<file path="config.mk">
export PLATFORM = sky130hd
export DESIGN_NAME = sync_frame_tx
export DESIGN_NICKNAME = d
export VERILOG_FILES = /design/src/rtl/sync_frame_tx.sv
export SDC_FILE = /design/constraint.sdc
export NUM_CORES = 1
export LEC_CHECK = 0
export ABC_AREA = 1
export CAP_MARGIN = 20
export CORE_UTILIZATION = 42
export CTS_BUF_LIST = sky130_fd_sc_hd__clkbuf_4
export DETAILED_ROUTE_END_ITERATION = 10
export PLACE_DENSITY = 0.71
export RECOVER_POWER = 50
export SLEW_MARGIN = 20
export SYNTH_ARGS = -nofsm -noshare
export SYNTH_HDL_FRONTEND = slang
export SYNTH_SLANG_ARGS = --single-unit
</file>
<file path="constraint.sdc">
create_clock -name clk -period 3.2 [get_ports clk]
set_clock_uncertainty 0.2 [all_clocks]
set_input_delay 0.64 -clock clk [delete_from_list [all_inputs] [get_ports clk]]
set_output_delay 0.64 -clock clk [all_outputs]
set_load 0.05 [all_outputs]
</file>
<file path="src/rtl/sync_frame_tx.sv">
// rtl/sync_frame_tx.sv - serial frame transmitter: SYNC pattern, payload, guard bit
//
// Shifts one frame out on a single registered data line, one bit per clock:
// SYNC (MSB first), then the captured payload (MSB first), then one guard 0.
// The line idles at 0.
//
// Ports
//   clk      in   1      clock, all logic on the rising edge
//   rst      in   1      synchronous reset, active-high
//   valid    in   1      payload offered this cycle
//   payload  in   WIDTH  word to send, sampled only on acceptance
//   ready    out  1      transmitter idle, can accept a word
//   data     out  1      serial line
//   busy     out  1      frame in progress (SYNC, PAYLOAD or GUARD)
//   done     out  1      one-cycle pulse during the guard bit
module sync_frame_tx #(
  parameter int                  WIDTH    = 8,
  parameter int                  SYNC_LEN = 4,
  parameter logic [SYNC_LEN-1:0] SYNC     = 4'b1001
) (
  input  logic             clk,
  input  logic             rst,
  input  logic             valid,
  input  logic [WIDTH-1:0] payload,
  output logic             ready,
  output logic             data,
  output logic             busy,
  output logic             done
);

  localparam int MAXLEN = (SYNC_LEN > WIDTH) ? SYNC_LEN : WIDTH;
  localparam int CW     = $clog2(MAXLEN + 1);
  localparam int SW     = SYNC_LEN + WIDTH;

  localparam logic [CW-1:0] SYNC_LAST = CW'(SYNC_LEN - 1);
  localparam logic [CW-1:0] PAY_LAST  = CW'(WIDTH - 1);

  typedef enum logic [1:0] {
    S_IDLE    = 2'd0,
    S_SYNC    = 2'd1,
    S_PAYLOAD = 2'd2,
    S_GUARD   = 2'd3
  } state_t;

  state_t          state_q, state_d;
  logic [CW-1:0]   cnt_q, cnt_d;
  logic [SW-1:0]   shreg_q, shreg_d;
  logic            data_q, data_d;
  logic            ready_q, ready_d;
  logic            busy_q, busy_d;
  logic            done_q, done_d;

  // Next-state logic works one cycle ahead: data_d is the bit that will be on
  // the line during the cycle state_d describes. SYNC and payload share one
  // shift register loaded with {SYNC, payload}; its MSB goes straight onto the
  // line at acceptance, so the register is stored already shifted by one.
  always_comb begin
    state_d = state_q;
    cnt_d   = cnt_q;
    shreg_d = shreg_q;
    data_d  = 1'b0;

    case (state_q)
      S_IDLE: begin
        if (valid) begin
          state_d = S_SYNC;
          cnt_d   = '0;
          shreg_d = {SYNC, payload} << 1;
          data_d  = SYNC[SYNC_LEN-1];
        end
      end

      S_SYNC: begin
        data_d  = shreg_q[SW-1];
        shreg_d = shreg_q << 1;
        if (cnt_q == SYNC_LAST) begin
          state_d = S_PAYLOAD;
          cnt_d   = '0;
        end else begin
          cnt_d = cnt_q + CW'(1);
        end
      end

      S_PAYLOAD: begin
        if (cnt_q == PAY_LAST) begin
          state_d = S_GUARD;
          cnt_d   = '0;
          data_d  = 1'b0;
        end else begin
          data_d  = shreg_q[SW-1];
          shreg_d = shreg_q << 1;
          cnt_d   = cnt_q + CW'(1);
        end
      end

      S_GUARD: begin
        state_d = S_IDLE;
        cnt_d   = '0;
      end

      default: begin
        state_d = S_IDLE;
        cnt_d   = '0;
      end
    endcase

    // Status flags are registered copies of the next state's decode.
    ready_d = (state_d == S_IDLE);
    busy_d  = (state_d != S_IDLE);
    done_d  = (state_d == S_GUARD);
  end

  always_ff @(posedge clk) begin
    if (rst) begin
      state_q <= S_IDLE;
      cnt_q   <= '0;
      shreg_q <= '0;
      data_q  <= 1'b0;
      ready_q <= 1'b1;
      busy_q  <= 1'b0;
      done_q  <= 1'b0;
    end else begin
      state_q <= state_d;
      cnt_q   <= cnt_d;
      shreg_q <= shreg_d;
      data_q  <= data_d;
      ready_q <= ready_d;
      busy_q  <= busy_d;
      done_q  <= done_d;
    end
  end

  assign ready = ready_q;
  assign data  = data_q;
  assign busy  = busy_q;
  assign done  = done_q;

endmodule

</file>
==> impl_results.rst <==
.. list-table::
   :header-rows: 1

   * - Metric
     - Value
   * - Outcome
     - finished clean
   * - Register-to-register setup slack
     - 0.90 ns
   * - Die Y-Extent
     - 53.2 um
   * - Number of input and output port buffers inserted
     - 14
   * - Reg2Reg Launch Point
     - state_q[0]$_SDFF_PP0_
   * - Total CTS buffers
     - 3
   * - Count of antenna-violating nets left after detailed routing
     - 0
   * - Root Driver
     - clkbuf_4
   * - Slew Viols, Final
     - 0
   * - Multiplexer share of the synthesized area
     - 0%
   * - Layout cell share with drive strength beyond 1
     - 5.95%
   * - Post-CTS setup repair buffer count
     - 0
   * - Per-cell routed wire length
     - between 9 and 10 um
   * - Total global-route track usage
     - 15.9%
   * - Worst Path Class, Setup
     - in -> reg
   * - Std cell rows
     - 18
   * - Adder and majority gate portion of the synthesized area
     - ~8%
   * - Peak supply drop
     - 0.297 mV
   * - Syn_nets
     - about 170
   * - Worst setup path endpoint
     - shreg_q[9]$_SDFFE_PP0P_
   * - EDFF count, synth
     - 0
   * - Final Net Count
     - 187
   * - Initial DRC count
     - 11
   * - DR vias
     - 940
   * - Top cells by count, synth
     - nand2_1 (44), dfxtp_1 (21), nor2_1 (18)
   * - Cell area power density
     - 421 nW/um2
   * - Vias in the first global route
     - 821
   * - Max-capacitance violation count
     - 0
   * - Critical path startpoint category
     - primary input
   * - Most instantiated library cell after synthesis
     - nand2_1
   * - Antenna violations before repair
     - 0
   * - Total routed wirelength
     - approximately 1.9 mm
   * - Number of remaining DRC errors
     - 0
   * - Hold Fails Final Rpt
     - 0
   * - Count of endpoints failing setup in the final report
     - 0
   * - Per-instance average area after synthesis
     - 7.06 um2
   * - R2R Path End
     - shreg_q[9]$_SDFFE_PP0P_
   * - Synth Area in Simple Gates
     - 31.6%
   * - Maximum fanout count along the critical path
     - 12
   * - Core Box Area
     - 2480 um2
   * - Class of the most critical hold timing path
     - reg -> reg
   * - Die width
     - 53.2 um
   * - H-Tree Depth
     - 1
   * - Sinks on Clock Net
     - 21
   * - Final worst path period share
     - 78.8%
   * - Slew at the pin closest to its max-slew limit
     - 0.490 ns
   * - Maximum number of pins on one net before global-route repair
     - 13
   * - Longest Clk Path Bufs
     - 2
   * - Cell type with the largest total area after synthesis
     - dfxtp_1
   * - Worst-path clk slew
     - 0.11 ns
   * - TritonCTS clock tree
     - done
   * - Endpoint class of the critical path
     - flip-flop
   * - # hold bufs at CTS
     - 0
   * - Worst hold margin
     - 0.288 ns
   * - Biggest area contributors in the synthesized netlist
     - dfxtp_1 (38%), nand2_1 (15%), ha_1 (8.0%)
   * - Required time of the worst setup path
     - 3.21 ns
   * - Peak clock frequency supported by timing
     - 0.396 GHz
   * - Leakage
     - 0.612 nW
   * - Post-Syn Area
     - about 1100 um2
   * - Largest family of logic cells by synthesized area
     - simple AND/OR/NAND/NOR gates
   * - Antenna diode count
     - 0
   * - Worst-Skew Late Latency
     - 0.30 ns
   * - Cell depth of the worst hold path
     - 2
   * - Async SR Flop Fraction
     - 0%
   * - Fin util
     - 50.3%
   * - Max-slew headroom
     - 67.2%
   * - Logic depth of the worst register-to-register path
     - 9
   * - Routability congestion estimate from global placement
     - roughly 0.76
   * - Drt pass-1 iters
     - 4
   * - Number of synthesized register bits
     - 21
   * - Fraction of the mapped netlist area in compound gates
     - 10.8%
   * - Cells after synthesis
     - 156
   * - Total of warnings raised by yosys
     - 0
   * - Xor and xnor area share after synthesis
     - 0%
   * - Global-route wire length before repair
     - around 3.3 mm
   * - RSZ-0062 raised after global routing
     - false
   * - Seq/Total Area, Yosys
     - a little under two fifths
   * - Overflow after GRT
     - 0
   * - Number of instances resized during post-cts repair
     - 0
   * - Commonest register cell after synthesis
     - dfxtp_1
   * - Area Overhead vs Synth
     - 13.1%
   * - Final instance count without filler cells
     - about 200
   * - Number of unique standard cell types used by synthesis
     - 21
   * - Area fraction of the dominant cell type after synthesis
     - approximately two fifths
   * - Instance count after placement with tap cells included
     - roughly 190
   * - Post-route setup TNS
     - 0 ns
   * - Post-route minimum period
     - 2.52 ns
   * - Initial standard-cell utilization of the core
     - between 40% and 50%
   * - Post-route worst setup slack
     - 0.678 ns
   * - CP startpoint
     - valid
   * - Arrival time of data at the critical path endpoint
     - approximately 2.5 ns
   * - Worst slack after detailed placement
     - approximately 0.9 ns
   * - I/O pin cnt
     - 15
   * - Estimated wirelength of the detail-placed design
     - 1.43 mm
   * - Die Outline Area
     - 2830 um2
   * - Via-per-instance ratio
     - 4.75
[report_power, final]
part	switching [W]	total (W)	leakage, nW	internal [W]
Combinational	0.0000631	0.000101	0.421	0.0000376
Sequential	0.00000851	0.000288	0.172	0.000280
Clock	0.0000780	0.000135	0.0184	0.0000571
Total	0.000150	0.000524	0.612	0.000374
[layout make-up]
class,count,area (um2)
inverter,20,75.1
multi-input combinational,109,542
sequential,21,420
clock buffer,4,30.0
tap,30,37.5
fill,256,1230
timing repair buffer,14,140
[registers in the layout (all words and copies together), names as in the netlist]
name / flops
cnt_q: 4
busy: 1
ready: 1
data: 1
shreg_q: 11
done: 1
state_q: 2
[cells by family (layout without fill, tap and decap cells)]
logic type | Yosys count | count (layout)
DFF | 21 | 21
and+or+nand+nor | 81 | 81
adders and majority gates | 7 | 7
buffers and inverters | 26 | 38
AOI/OAI and AO/OA | 21 | 21
[cell usage in the layout (no fill, tap or decap)]
master           instances
nand2_1                 46
dfxtp_1                 21
nor2_1                  19
inv_1                   18
clkdlybuf4s50_1         12
o21ai_0                 10
nand3_1                  9
a21oi_1                  7
ha_1                     7
clkbuf_4                 4
a21oi_2                  3
nor3_1                   3
nand4_1                  2
dlygate4sd3_1            2
inv_2                    1
nand4_2                  1
clkinv_1                 1
o21bai_1                 1
nor2_2                   1
[metal layers]
layer | vias to the layer above | share of wire (%) | wire length, um | GRT usage [%]
met4 | 0 | 1.3 | 25 | 6.58
met1 | 414 | 48 | 922 | 18.2
li1 | 508 | - | - | -
met3 | 2 | 3.2 | 62 | 5.17
met5 | - | 0 | 0 | 0
met2 | 16 | 47 | 901 | 26.9
[how the worst min path moves through the flow]
| stage | startpoint | endpoint | slack, ns |
|---|---|---|---|
| 5_1_grt | shreg_q[2]$_SDFFE_PP0P_ | shreg_q[2]$_SDFFE_PP0P_ | 0.31 |
| 2_1_floorplan | shreg_q[2]$_SDFFE_PP0P_ | shreg_q[2]$_SDFFE_PP0P_ | 0.25 |
| 4_1_cts | shreg_q[1]$_SDFFE_PP0P_ | shreg_q[1]$_SDFFE_PP0P_ | 0.29 |
| 3_5_place_dp | shreg_q[1]$_SDFFE_PP0P_ | shreg_q[1]$_SDFFE_PP0P_ | 0.27 |
| 6_report | shreg_q[1]$_SDFFE_PP0P_ | shreg_q[1]$_SDFFE_PP0P_ | 0.29 |
| 3_3_place_gp | shreg_q[1]$_SDFFE_PP0P_ | shreg_q[1]$_SDFFE_PP0P_ | 0.27 |
[worst max-delay path, cell delays in order]
cell,delay [ns]
dlygate4sd3_1,0.58
nor2_1,0.32
clkinv_1,0.15
nand3_1,0.34
inv_1,0.26
o21ai_0,0.20
nor2_1,0.05
[per-stage QoR]
stage	area, um2	power, W
2_1_floorplan	1100	0.000377
3_3_place_gp	1230	0.000397
3_5_place_dp	1230	0.000399
4_1_cts	1260	0.000537
5_1_grt	1240	0.000559
6_report	1240	0.000524
Note: power is estimated with default switching activity, not from simulation.
